[src/rtl/cic_comb_seq.sv]
// Sequencer for a small-footprint CIC comb chain: decimates integrator strobes
// and steps the shared comb stages through one latch/push sequence per decimated sample.
`timescale 1ns/1ps
module cic_comb_seq #(
    parameter int CIC_R     = 4,
    parameter int CIC_N     = 3,
    parameter int CNT_WIDTH = 16
) (
    input  logic                 clk,
    input  logic                 reset,
    input  logic                 clear,
    input  logic                 int_str,
    output logic                 dec_str,
    output logic                 out_latch_str,
    output logic                 summ_rdy_str,
    output logic                 busy,
    output logic                 overrun,
    output logic [CNT_WIDTH-1:0] dec_cnt
);

    typedef enum logic [1:0] {
        IDLE = 2'd0,
        RUN  = 2'd1,
        LOAD = 2'd2
    } state_t;

    localparam logic [CNT_WIDTH-1:0] R_LAST = CNT_WIDTH'(CIC_R - 1);
    localparam logic [CNT_WIDTH-1:0] N_LAST = CNT_WIDTH'(CIC_N - 1);

    state_t                 state_reg, state_next;
    logic [CNT_WIDTH-1:0]   phase_reg, phase_next;
    logic [CNT_WIDTH-1:0]   dec_cnt_reg, dec_cnt_next;
    logic                   overrun_reg, overrun_next;
    logic                   dec_wrap;
    logic                   start;

    always_ff @(posedge clk or posedge reset) begin
        if (reset) begin
            state_reg   <= IDLE;
            phase_reg   <= '0;
            dec_cnt_reg <= '0;
            overrun_reg <= 1'b0;
        end else begin
            state_reg   <= state_next;
            phase_reg   <= phase_next;
            dec_cnt_reg <= dec_cnt_next;
            overrun_reg <= overrun_next;
        end
    end

    always_comb begin
        dec_wrap     = (dec_cnt_reg == R_LAST);
        start        = int_str && dec_wrap;
        dec_cnt_next = dec_cnt_reg;
        state_next   = state_reg;
        phase_next   = phase_reg;
        overrun_next = overrun_reg;

        if (int_str) begin
            dec_cnt_next = dec_wrap ? '0 : dec_cnt_reg + 1'b1;
        end

        case (state_reg)
            IDLE: begin
                if (start) begin
                    state_next = RUN;
                    phase_next = '0;
                end
            end
            RUN: begin
                // The chain is still busy with the previous sample: drop it.
                if (start) begin
                    overrun_next = 1'b1;
                end
                phase_next = phase_reg + 1'b1;
                if (phase_reg == N_LAST) begin
                    state_next = LOAD;
                end
            end
            LOAD: begin
                phase_next = '0;
                state_next = start ? RUN : IDLE;
            end
            default: begin
                state_next = IDLE;
                phase_next = '0;
            end
        endcase

        if (clear) begin
            dec_cnt_next = '0;
            state_next   = IDLE;
            phase_next   = '0;
            overrun_next = 1'b0;
        end
    end

    // Strobes decode straight from registered state, so they are glitch-free
    // and drop to zero the moment reset is applied.
    assign dec_str       = (state_reg == RUN) && (phase_reg == '0);
    assign out_latch_str = (state_reg == RUN) && (phase_reg == N_LAST);
    assign summ_rdy_str  = (state_reg == LOAD);
    assign busy          = (state_reg != IDLE);
    assign overrun       = overrun_reg;
    assign dec_cnt       = dec_cnt_reg;

endmodule

[config.mk]
export PLATFORM = sky130hd
export DESIGN_NAME = cic_comb_seq
export DESIGN_NICKNAME = d
export VERILOG_FILES = /design/src/rtl/cic_comb_seq.sv
export SDC_FILE = /design/constraint.sdc
export NUM_CORES = 1
export LEC_CHECK = 0
export CAP_MARGIN = 30
export CORE_MARGIN = 5
export CORE_UTILIZATION = 60
export CTS_BUF_LIST = sky130_fd_sc_hd__clkbuf_8
export DETAILED_ROUTE_END_ITERATION = 12
export HOLD_SLACK_MARGIN = 0.05
export MAX_ROUTING_LAYER = met4
export PLACE_DENSITY = 0.85
export SLEW_MARGIN = 20
export SYNTH_ARGS = -nofsm -noshare
export SYNTH_HDL_FRONTEND = slang
export SYNTH_SLANG_ARGS = --single-unit
[constraint.sdc]
create_clock -name clk -period 3 [get_ports clk]
set_input_delay 0.45 -clock clk [delete_from_list [all_inputs] [get_ports clk]]
set_output_delay 0.45 -clock clk [all_outputs]
set_load 0.005 [all_outputs]
# Yosys cells after proc, flatten, opt, wreduce, memory -nomap -nowiden
# Index checks and enable logic that the tools add are counted.
# totals
reg_bits,35
output_inout_bits,21
word_cells,37
# op_classes
addsub,2
eq_ne,6
n_mux,14
reduce_logical,11
# op_table
cell,count
16-bit two-way mux,5
"16-bit by 1-bit adder with 16-bit output, second input constant",2
"16-bit by 2-bit equality test with 1-bit output, second input constant",2
16-bit case mux with 2 select lines,1
16-bit zero test,1
2-bit nonzero test,4
2-bit two-way mux,3
"3-bit inequality test, second input constant",2
2-bit case mux with 3 select lines,1
1-bit two-way mux,4
2-bit AND reduction,2
1-bit logical AND,3
"2-bit by 1-bit equality test with 1-bit output, second input constant",1
"2-bit equality test, second input constant",1
2-bit zero test,1

# Longest topological paths before layout
# logic_depth
ltp_word,5
ltp_mapped,8
mapped_depth_nobuf,6

# Worst setup path after synthesis
# OpenSTA, ideal clock, no wires.
# synth_timing
kind,register to register
from,"register dec_cnt_reg[0], in the netlist dec_cnt[0]"
to,register phase_reg[14]
arrival_ps,1751
required_ps,2918
slack_ps,1167
stages_incl_launch_ff,9
cell_sequence,dfrtp_1 -> ha_1 -> nor4b_1 -> and4_1 -> buf_4 -> a211oi_2 -> buf_4 -> a21oi_1 -> o22ai_1
# synth_between
elab_chain_len,3
# synth_lines
item,line,source
start: declaration,32,"logic [CNT_WIDTH-1:0] dec_cnt_reg, dec_cnt_next;"
start signal: assignment,46,dec_cnt_reg <= dec_cnt_next;
16-bit by 2-bit equality test with 1-bit output,52,dec_wrap = (dec_cnt_reg == R_LAST);
1-bit logical AND,53,start = int_str && dec_wrap;
3-bit inequality test (no source line),--,
end signal: assignment,45,phase_reg <= phase_next;
end: declaration,31,"logic [CNT_WIDTH-1:0] phase_reg, phase_next;"
# Every way passes these cells.
# A chain may end at the register's enable or synchronous reset.

# Worst setup path after layout
# layout_timing
from,register phase_reg[12]
to,output out_latch_str
# layout_between
elab_chain_len,2
# layout_lines
item,line,source
16-bit by 2-bit equality test with 1-bit output,101,assign out_latch_str = (state_reg == RUN) && (phase_reg == N_LAST);
1-bit logical AND,101,
end: declaration,14,"output logic out_latch_str,"
# Every way passes these cells.

==> summary.md <==
| Metric | Value |
|---|---|
| Min-Delay Path Depth | `1` |
| Peak VDD IR | `between 0.0003 and 0.0004 V` |
| Relative slew margins | `between 60 and 70%` |
| Mean routed wirelength per cell | `~15 um` |
| 1st-pass router iterations | `5` |
| Synth cell types | `42` |
| Storage cell area | `a little under 900 um2` |
| Fmax | `0.3779 GHz` |
| Internal Power | `around 650 uW` |
| Hold buffers post-CTS | `0` |
| Clock tree sinks | `35` |
| RSZ-0062 raised after global routing | `false` |
| Post-route non-filler standard cell count | `299` |
| Area leader, netlist | `dfrtp_1` |
| Filler cells | `between 200 and 250` |
| P_leak | `around 0.96 nW` |
| WL final | `around 4.5 mm` |
| Floorplan row count | `20` |
| First-pass GRT wire length | `between 7 and 8 mm` |
| Yosys reg bits | `35` |
| Worst Hold Class | `reg2reg` |
| Starting Density | `roughly 64%` |
| Fin nets | `about 260` |
| Worst path slowest cell | `clkdlybuf4s50_1` |
| Final Cycle Share | `88.21%` |
| Crit start category | `flop` |
| Ports | `25` |
| Ys async rst share | `between 90% and 100%` |
| Switching power total | `slightly above 200 uW` |
| Netlist Area Pre-Place | `0.001972 mm2` |
| Cells on worst reg2reg path | `6` |
| Outcome | `finished clean` |
| Routed via count | `~1,800` |
| Routed Antenna Nets | `0` |
| Setup Fix Bufs, Post-CTS | `0` |
| Worst Path Required | `roughly 2.6 ns` |
| Launch point of the worst reg-to-reg path | `dec_cnt[1]$_DFFE_PP0P_` |
| TritonCTS clock tree | `done` |
| Area of the multi-input gates | `0.001016 mm2` |
| Share of layout cells above drive strength 1 | `6.667%` |
| Seq pwr share | `55.9%` |
| RR Endpoint | `phase_reg[6]$_DFFE_PP0P_` |
| Post-CTS sizing | `0` |
| Synth Area per Inst | `between 8 and 9 um2` |
| Setup violators final | `0` |
| Clk root buf | `clkbuf_8` |
| Max-Cap Viols | `0` |
| Worst-path cell chain | `nor4_1, nand4_1, or2_2, nor2_1, clkdlybuf4s50_1` |
| Syn-to-layout area delta | `17.64%` |
| Die Width | `approximately 67 um` |
| Full die area | `~0.0045 mm2` |
| Clock share of power | `37.9%` |
| Largest net degree at the start of global routing | `36` |
| Antenna violations before repair | `0` |
| Clock Skew | `approximately 0.0057 ns` |
| Most common cell in the netlist | `dfrtp_1` |
| Post-synth top area share | `approximately 44%` |
| Crit-path leading delay family | `simple AND/OR/NAND/NOR gates` |
| Post-synth top cells | `dfrtp_1 (35), nor2_1 (29), nand2_1 (18), o21ai_0 (18), a21oi_1 (16)` |
| Cells after Synth | `between 200 and 250` |
| Gr usage total | `a little under a quarter` |
| CP Class | `reg2out` |
| Crit path time final | `roughly 2.6 ns` |
| # diodes | `0` |
| Clk Latency, worst-skew pair | `roughly 0.29 ns` |
| CP bufs+invs | `1` |
| Sum Neg Setup Slack | `0 ns` |
| Flop-to-flop setup slack | `between 0.7 and 0.8 ns` |
| HP Start | `phase_reg[15]$_DFFE_PP0P_` |
| Final HPWL DP | `approximately 3.2 mm` |
| Hold worst-path end | `phase_reg[15]$_DFFE_PP0P_` |
| H-tree depth | `2` |
| Vias in the first global route | `roughly 1,700` |
| Syn nets | `~240` |
| WP data arrival | `2.20 ns` |
| IO buf count | `24` |
| Die Height | `around 67 um` |
| Largest stage delay, worst path | `0.52 ns` |
| Post-route DRC | `0` |
| Worst-path fanout max | `5` |
| Final Hold Vio Count | `0` |
| Num CTS Buffers | `5` |
| Post-synth EDFFs | `0` |
| Slew Limit Fails | `0` |
| Vias/cell | `roughly 6` |
| GPL Wtd Cong | `~0.88` |
| Core area | `between 0.003 and 0.004 mm2` |
| Measured slew at the worst slew-check pin | `around 0.54 ns` |
| Combinational fraction of design power | `6.2%` |
| Sw Ratio | `23.93%` |
| Yosys warns | `0` |
| Clk slew on worst S/H paths | `approximately 0.07 ns` |
| Sequential area share after synthesis | `around 44%` |
| Top_reg_cell synth | `dfrtp_1` |
| Top cells by area, synth | `dfrtp_1 (44%), nor2_1 (5.5%), o21ai_0 (4.6%)` |
| Placed instance count | `291` |
| 1st-iter DRT viols | `~160` |
| Worst setup EP type | `primary output` |
| Clock buffer depth | `2` |
| Power density over the cells | `roughly 370 mW/mm2` |
| Overflow after GRT | `0` |
## per-stage QoR
stage	setup slack [ns]	total power [mW]	hold WS, ns	area [um2]	util (%)
floorplan	1.167	0.5242	0.4539	1972	-
global route	0.1454	0.9002	0.5134	2320	74.76
detailed placement	0.6727	0.5434	0.4795	2236	72.06
CTS	0.3404	0.8690	0.4917	2320	74.76
finish	0.3538	0.8602	0.4910	2320	74.76
global placement	0.6690	0.5432	0.4842	2236	72.06
## cell families after synthesis
family / count (synthesis) / synth area share [%]
XOR/XNOR: 6 / 2.665
flip-flops: 35 / 44.42
adder cells (fa/ha/maj): 4 / 2.538
buffers and inverters: 17 / 4.061
AO/OA/AOI/OAI: 55 / 16.31
AND/OR/NAND/NOR: 113 / 30.01
## how the worst max path moves through the flow
stage                                         start  slack, ns  cells after the start                        end
after detailed placement  phase_reg[12]$_DFFE_PP0P_       0.67                      5              out_latch_str
final                     phase_reg[12]$_DFFE_PP0P_       0.35                      5              out_latch_str
after floorplan              dec_cnt[0]$_DFFE_PP0P_       1.17                      8  phase_reg[14]$_DFFE_PP0P_
after global placement                      int_str       0.67                      5    dec_cnt[12]$_DFFE_PP0P_
after global routing       phase_reg[3]$_DFFE_PP0P_       0.15                      5              out_latch_str
after CTS                 phase_reg[12]$_DFFE_PP0P_       0.34                      5              out_latch_str
## layout make-up
cell class	instances	area share [%]
clock buffers	5	2.967
clock inverters	3	0.6473
inverters	7	1.133
multi-input cells	178	43.80
flip-flops and latches	35	37.76
well taps	44	2.373
repair buffers	27	11.33
## routing by layer
metal  global-route usage [%]  share of wire, %  wire length, um
met2                    38.04                49             2201
met5                        -                 0                0
met1                    27.07                43             1911
met3                    6.323               6.5              291
met4                    7.089               1.6               72
## layout by cell type, fill, tap and decap left out, types with 4 or more instances in the layout
| master | instances |
|---|---|
| ha_1 | 4 |
| nand4_1 | 9 |
| and3_1 | 5 |
| nor4_1 | 5 |
| o21ai_0 | 18 |
| a21oi_1 | 16 |
| or3_1 | 5 |
| dfrtp_1 | 35 |
| clkbuf_8 | 5 |
| nor3_1 | 8 |
| nand2_1 | 18 |
| o21ai_1 | 5 |
| nor2_1 | 29 |
| nand3_1 | 12 |
| clkdlybuf4s50_1 | 24 |
| a31oi_1 | 6 |
| or2_1 | 4 |
| inv_1 | 7 |
## power by group through the flow
stage	logic, mW	registers (mW)	clock network, mW
final	0.0538	0.481	0.326
after global routing	0.0606	0.481	0.359
after CTS	0.0544	0.480	0.334
after detailed placement	0.0540	0.489	0
after global placement	0.0541	0.489	0
after floorplan	0.0356	0.489	0
No activity file was read; power rests on OpenSTA's default activity.
